`src/rtl/uart_fifo_param.sv`:
```
// Parametrised UART FIFO: first-word fall-through, trigger level, flush, sticky overrun/underrun.
// Define UART_FIFO_ERRBITS_EN to store a 3-bit line-error tag per entry (err_out/err_any live).
module uart_fifo_param #(
  parameter int DATA_WIDTH = 8,
  parameter int ADDR_WIDTH = 4
) (
  input  logic                  clk,
  input  logic                  wb_rst_i,
  input  logic [DATA_WIDTH-1:0] data_in,
  input  logic [2:0]            err_in,
  input  logic                  push,
  input  logic                  pop,
  input  logic                  flush,
  input  logic [ADDR_WIDTH:0]   trig_lvl,
  output logic [DATA_WIDTH-1:0] data_out,
  output logic [2:0]            err_out,
  output logic [ADDR_WIDTH:0]   count,
  output logic                  empty,
  output logic                  full,
  output logic                  trig,
  output logic                  err_any,
  output logic                  overrun,
  output logic                  underrun
);

  localparam int DEPTH = 1 << ADDR_WIDTH;
  localparam logic [ADDR_WIDTH:0] FULL_CNT = {1'b1, {ADDR_WIDTH{1'b0}}};

  logic [DATA_WIDTH-1:0] mem [DEPTH];

  logic [ADDR_WIDTH-1:0] wr_ptr_q, wr_ptr_d;
  logic [ADDR_WIDTH-1:0] rd_ptr_q, rd_ptr_d;
  logic [ADDR_WIDTH:0]   count_q, count_d;
  logic                  overrun_q, overrun_d;
  logic                  underrun_q, underrun_d;
  logic                  push_ok, pop_ok, wr_en;

  assign empty = (count_q == '0);
  assign full  = (count_q == FULL_CNT);
  assign count = count_q;
  assign overrun  = overrun_q;
  assign underrun = underrun_q;

  // A full FIFO can still accept a push when the same cycle pops the head.
  assign pop_ok  = pop && !empty;
  assign push_ok = push && (!full || pop_ok);
  assign wr_en   = push_ok && !flush;

  // Count never exceeds the depth, so an out-of-range trig_lvl simply never fires.
  assign trig = (trig_lvl != '0) && (count_q >= trig_lvl);

  always_comb begin
    wr_ptr_d   = wr_ptr_q;
    rd_ptr_d   = rd_ptr_q;
    count_d    = count_q;
    overrun_d  = overrun_q;
    underrun_d = underrun_q;
    if (flush) begin
      wr_ptr_d   = '0;
      rd_ptr_d   = '0;
      count_d    = '0;
      overrun_d  = 1'b0;
      underrun_d = 1'b0;
    end else begin
      if (push_ok) wr_ptr_d = wr_ptr_q + 1'b1;
      if (pop_ok)  rd_ptr_d = rd_ptr_q + 1'b1;
      case ({push_ok, pop_ok})
        2'b10:   count_d = count_q + 1'b1;
        2'b01:   count_d = count_q - 1'b1;
        default: count_d = count_q;
      endcase
      if (push && !push_ok) overrun_d  = 1'b1;
      if (pop && empty)     underrun_d = 1'b1;
    end
  end

  always_ff @(posedge clk or posedge wb_rst_i) begin
    if (wb_rst_i) begin
      wr_ptr_q   <= '0;
      rd_ptr_q   <= '0;
      count_q    <= '0;
      overrun_q  <= 1'b0;
      underrun_q <= 1'b0;
    end else begin
      wr_ptr_q   <= wr_ptr_d;
      rd_ptr_q   <= rd_ptr_d;
      count_q    <= count_d;
      overrun_q  <= overrun_d;
      underrun_q <= underrun_d;
    end
  end

  // Storage is never reset or flushed; the empty gating hides stale words.
  always_ff @(posedge clk) begin
    if (wr_en) mem[wr_ptr_q] <= data_in;
  end

  assign data_out = empty ? '0 : mem[rd_ptr_q];

`ifdef UART_FIFO_ERRBITS_EN
  logic [2:0]          tag_mem [DEPTH];
  logic [2:0]          head_tag;
  logic [ADDR_WIDTH:0] err_cnt_q, err_cnt_d;
  logic                err_inc, err_dec;

  assign head_tag = tag_mem[rd_ptr_q];
  assign err_inc  = push_ok && (err_in != 3'd0);
  assign err_dec  = pop_ok && (head_tag != 3'd0);

  always_comb begin
    err_cnt_d = err_cnt_q;
    if (flush) begin
      err_cnt_d = '0;
    end else begin
      case ({err_inc, err_dec})
        2'b10:   err_cnt_d = err_cnt_q + 1'b1;
        2'b01:   err_cnt_d = err_cnt_q - 1'b1;
        default: err_cnt_d = err_cnt_q;
      endcase
    end
  end

  always_ff @(posedge clk or posedge wb_rst_i) begin
    if (wb_rst_i) err_cnt_q <= '0;
    else          err_cnt_q <= err_cnt_d;
  end

  always_ff @(posedge clk) begin
    if (wr_en) tag_mem[wr_ptr_q] <= err_in;
  end

  assign err_out = empty ? 3'd0 : head_tag;
  assign err_any = (err_cnt_q != '0);
`else
  logic unused_err_in;
  assign unused_err_in = ^err_in;
  assign err_out = 3'd0;
  assign err_any = 1'b0;
`endif

endmodule

```
`config.mk`:
```
export PLATFORM = sky130hd
export DESIGN_NAME = uart_fifo_param
export DESIGN_NICKNAME = d
export VERILOG_FILES = /design/src/rtl/uart_fifo_param.sv
export SDC_FILE = /design/constraint.sdc
export NUM_CORES = 1
export LEC_CHECK = 0
export BUFFER_PORTS_ARGS = -buffer_cell sky130_fd_sc_hd__buf_2
export CORE_AREA = 2 2 125 127
export CTS_CLUSTER_SIZE = 10
export DETAILED_ROUTE_END_ITERATION = 6
export DIE_AREA = 0 0 127 129
export GPL_TIMING_DRIVEN = 0
export PLACE_DENSITY = 0.57
export SYNTH_ARGS = -nofsm -noshare
export SYNTH_HDL_FRONTEND = slang
export SYNTH_SLANG_ARGS = --single-unit
```
`constraint.sdc`:
```
create_clock -name clk -period 3.2 [get_ports clk]
set_clock_uncertainty 0.05 [all_clocks]
set_input_delay 0.64 -clock clk [delete_from_list [all_inputs] [get_ports clk]]
set_output_delay 0.64 -clock clk [all_outputs]
set_load 0.03 [all_outputs]
```
## After elaboration in Yosys (flattened, before gate mapping)

Memory sizes are Yosys's and may differ from the RTL's.
Index checks and enable logic that the tools add are counted.

- Register bits: 15
- Bits in writable memories: 128
- Input bits: 21
- Memories kept: 1
- Output and inout bits: 22

- Reductions and logical operators: 18
- Equality and inequality tests: 3
- Add/subtract/negate cells: 4
- Multiplexer cells: 13
- $lt $le $gt $ge: 1

Memory list:

| name | depth | width | read ports | clocked after memory_dff | wr ports | line | text |
|---|---|---|---|---|---|---|---|
| mem | 16 | 8 | 1 | 0 | 1 | 29 | `logic [DATA_WIDTH-1:0] mem [DEPTH];` |

Operators with widths:

| kind | count |
|---|---|
| 4-bit two-way mux | 4 |
| 5-bit case mux with 2 select lines | 1 |
| 4-bit by 1-bit adder with 4-bit output, second input constant | 2 |
| 8-bit two-way mux | 1 |
| 2-bit nonzero test | 4 |
| 1-bit logical AND | 6 |
| 1-bit two-way mux | 6 |
| 5-bit by 1-bit adder with 5-bit output, second input constant | 1 |
| 5-bit == test, second input constant | 1 |
| 5-bit greater-or-equal comparator | 1 |
| 5-bit zero test | 1 |
| 5-bit two-way mux | 1 |
| 5-bit nonzero test | 1 |
| 5-bit by 1-bit subtractor with 5-bit output, second input constant | 1 |
| 1-bit zero test | 4 |
| 3-bit nonzero test | 1 |
| 2-bit by 1-bit == test with 1-bit output, second input constant | 1 |
| 2-bit == test, second input constant | 1 |
| 1-bit logical OR | 1 |

## Logic depth before layout (Yosys ltp)

- Depth in word-level cells: 9
- Depth in mapped cells: 9

## Least setup slack after synthesis

No wires, ideal clock.

- Kind: register to output
- From: reg rd_ptr_q[1]
- To: out data_out[0]
- Path buffers: 3
- Stages on the path, launching flop included: 7
- Setup slack: 471 ps
- Arrival: 2039 ps
- Cells stage by stage: dfrtp_1 buf_2 buf_2 buf_2 mux4_2 mux2i_1 a211oi_1

- Longest elaborated chain between the ends: 2

RTL lines:

| what | line | text |
|---|---|---|
| from (decl) | 32 | `logic [ADDR_WIDTH-1:0] rd_ptr_q, rd_ptr_d;` |
| from (signal assigned) | 86 | `rd_ptr_q <= rd_ptr_d;` |
| memory read 16 x 8 bit | - |  |
| 8-bit two-way mux | 98 | `assign data_out = empty ? '0 : mem[rd_ptr_q];` |
| to (decl) | 15 | `output logic [DATA_WIDTH-1:0] data_out,` |

No other way between the ends.

## Final worst setup path

- From: reg rd_ptr_q[1]
- To: out data_out[5]

The elaborated chain is that of the path after synthesis.

==> reports/metrics.cfg <==
[route]
detail_route.drc_violations = 0
routed-via-count = 3272
per_cell_routed_wire_length_um = 20.64
first_iter_violations = 196
drt_wl_total_um = 12650
drt.antenna.violating_nets = 0
avgViaCountPerCell = 5.338
length_of_the_first_detailed_routing_pass_in_iterations = 4

[timing]
hold-worst-slack_ns = 0.2500
post-route-worst-setup-slack_ns = 0.1043
max_freq_ghz = 0.3230
max_slew_margin = 0.3578
report.final.setup_viol = 0
worst_slew_pin_slew_ns = 0.9598
setup_total_negative_slack_ns = 0
share_of_the_clock_period_used_by_the_worst_path_after_layout = 0.9674
hold_viol = 0
maxSlewViolCount = 0
finalWorstPathRequiredPeriod_ns = 3.096

[floorplan]
initial_core_util = 0.4124
rows = 45
core_area_sq_um = 14980
die_width_um = 127
floorplan.die_area_sq_um = 16380
die_height_um = 129
ios = 43

[clock_network]
tritoncts = done
clock-sinks = 143
cts_max_path_buffers = 2
cts_hold_buffers = 0
post-cts-setup-buffers = 0
worst_setup_hold_path_clk_slew_ns = 0.06
root_buffer = sky130_fd_sc_hd__clkbuf_16
cts_buf_count = 17
insertion_delay_ns = 0.42
cts-htree-levels = 4

[synthesis]
asyncSetResetFlopFracSynth = 0.1049
synthesis.yosys.warnings = 0
leading_post_synthesis_cells_by_cell_area = sky130_fd_sc_hd__edfxtp_1, sky130_fd_sc_hd__mux4_2, sky130_fd_sc_hd__dfrtp_1
syn-mean-instance-area_sq_um = 17.40
synth_edf_count = 128
yosys.cell_types.count = 48
synthesized_netlist_cell_count = 355
synth_largest_area_cell = sky130_fd_sc_hd__edfxtp_1
synthDominantCellAreaShare = 0.6222
synth-main-ff-cell = sky130_fd_sc_hd__edfxtp_1
synth.ff_latch_count = 143
synth-seq-area-share = 0.6830
synthesis.area_sq_um = 6177

[setup_path]
setup.worst_path.start = rd_ptr_q[1]$_DFFE_PP0P_
slowest_stage_cell_on_the_critical_path = sky130_fd_sc_hd__mux4_2
crit_type = reg -> out
worstReg2RegStart = count[4]$_DFFE_PP0P_
timing.critical_path.to_type = output port
worst-endpoint-required_ns = 2.51
setup.reg_to_reg.worst_slack_ns = 0.63
cp.arrival_ns = 2.41
crit_fanout = 10
crit_chain = buf_6 > buf_12 > mux4_2 > nor2b_1 > a211oi_2 > a211oi_1 > buf_2
worstSetupStartpointType = flip-flop
critical_path.max_stage_delay_ns = 0.53

[power_and_ir_drop]
worst_ir_drop_vdd_mv = 0.3967
total_power_mw = 5.990
power_per_cell_area_nw_per_um2 = 815.1
power.leakage_nw = 2.563

[finish]
syn_to_final_growth_pct = 18.96
final_net_count = 447
drive_above_1_share = 0.3012
antenna_diode_count = 0
most-common-layout-cells = sky130_fd_sc_hd__edfxtp_1, sky130_fd_sc_hd__buf_2, sky130_fd_sc_hd__nor2_1
cell_area_after_layout_sq_um = 7348
layout_commonest_cell = sky130_fd_sc_hd__edfxtp_1

[placement]
place.detailed.hpwl_um = 8449
place_worst_setup_slack_ns = 0.2172
placement.cell_area_sq_um = 6599
portBuffers = 35
gp_congestion = 0.7652

[global_route]
grt_pass1_wl_um = 19750
grt_max_degree = 17
track_usage = 0.1685
antenna_found_initial = 0
globalRoute.totalOverflow = 0
grt_pass1_vias = 3420

[worst_hold_path]
min_path_type = in -> async

[outcome]
status = finished clean

[flow_run]
cap_viol_max_count = 0

==> critical path, delay by kind of cell (launching register included) <==
family,cells,cell delay (ns)
AOI/OAI and AO/OA,2,0.36
buffers and inverters,3,0.56
DFF,1,0.38
muxes,1,0.53
and+or+nand+nor,1,0.16
==> cell type report <==
| type | count | area [sq um] |
|---|---|---|
| flip-flops and latches | 143 | 4219 |
| inverters | 14 | 52.55 |
| well taps | 188 | 235.2 |
| plain buffers | 22 | 155.1 |
| clock inverters | 11 | 232.7 |
| multi-input cells | 179 | 1808 |
| repair buffers | 35 | 175.2 |
| clock buffers | 21 | 470.5 |
| fillers | 1237 | 7629 |
==> flip-flops by register name, indices dropped and copies added (netlist names) <==
register,count
wr_ptr_q,4
mem,128
rd_ptr_q,4
underrun,1
overrun,1
count,5
==> metal layers <==
metal,track usage,up-vias,part of all wire
met1,0.2267,1662,0.45
met3,0.04657,17,0.052
met2,0.2676,94,0.48
met4,0.05753,0,0.017
met5,0,-,0
li1,-,1499,-
==> cell families (layout without fill, tap and decap cells) <==
| group | Yosys count | after routing | synth area share |
|---|---|---|---|
| other | 1 | 4 | 0.0006071 |
| XOR/XNOR | 6 | 6 | 0.008507 |
| flip-flops | 143 | 143 | 0.6830 |
| buffers and inverters | 36 | 103 | 0.02775 |
| adder cells (fa/ha/maj) | 14 | 14 | 0.02957 |
| multiplexers | 47 | 47 | 0.1416 |
| AO/OA/AOI/OAI | 38 | 38 | 0.04983 |
| AND/OR/NAND/NOR | 70 | 70 | 0.05915 |
==> cells in the mapped netlist (all sizes together) (3+ instances only) <==
cell type  number
mux4           32
nor2           34
xor2            4
dfrtp          15
buf            18
ha             13
a21oi           7
mux2i          12
nand3           3
clkbuf          4
edfxtp        128
nand2b          4
a211oi         17
mux2            3
inv            13
nand2           7
nor2b           9
==> metrics by stage <==
step	cells	utilization
floorplan	358	-
global placement	581	0.4406
detailed placement	581	0.4406
CTS	613	0.4896
global route	613	0.4906
finish	613	0.4906
==> where the power goes <==
group	switching (mW)	internal, mW
Sequential	0.0754	2.10
Combinational	0.908	0.592
Clock	0.720	1.60
==> repair_timing <==
action | CTS | global route
setup endpoints to repair | 8 | 5
endpoints found under the hold margin | 0 | 0
gates resized for setup | 10 | 4
pin swaps | 0 | 1
==> worst paths after layout <==
kind / to / cells past startpoint
worst max-delay path: data_out[5] / 7
worst min-delay path: wr_ptr_q[2]$_DFFE_PP0P_ / 2
worst max register to register: mem[14][1]$_DFFE_PP_ / 5
worst min register to register: overrun$_DFFE_PP0P_ / 2
max in group asynchronous: rd_ptr_q[0]$_DFFE_PP0P_ / 2
min in group clk: overrun$_DFFE_PP0P_ / 2
Note: power is estimated with default switching activity, not from simulation.
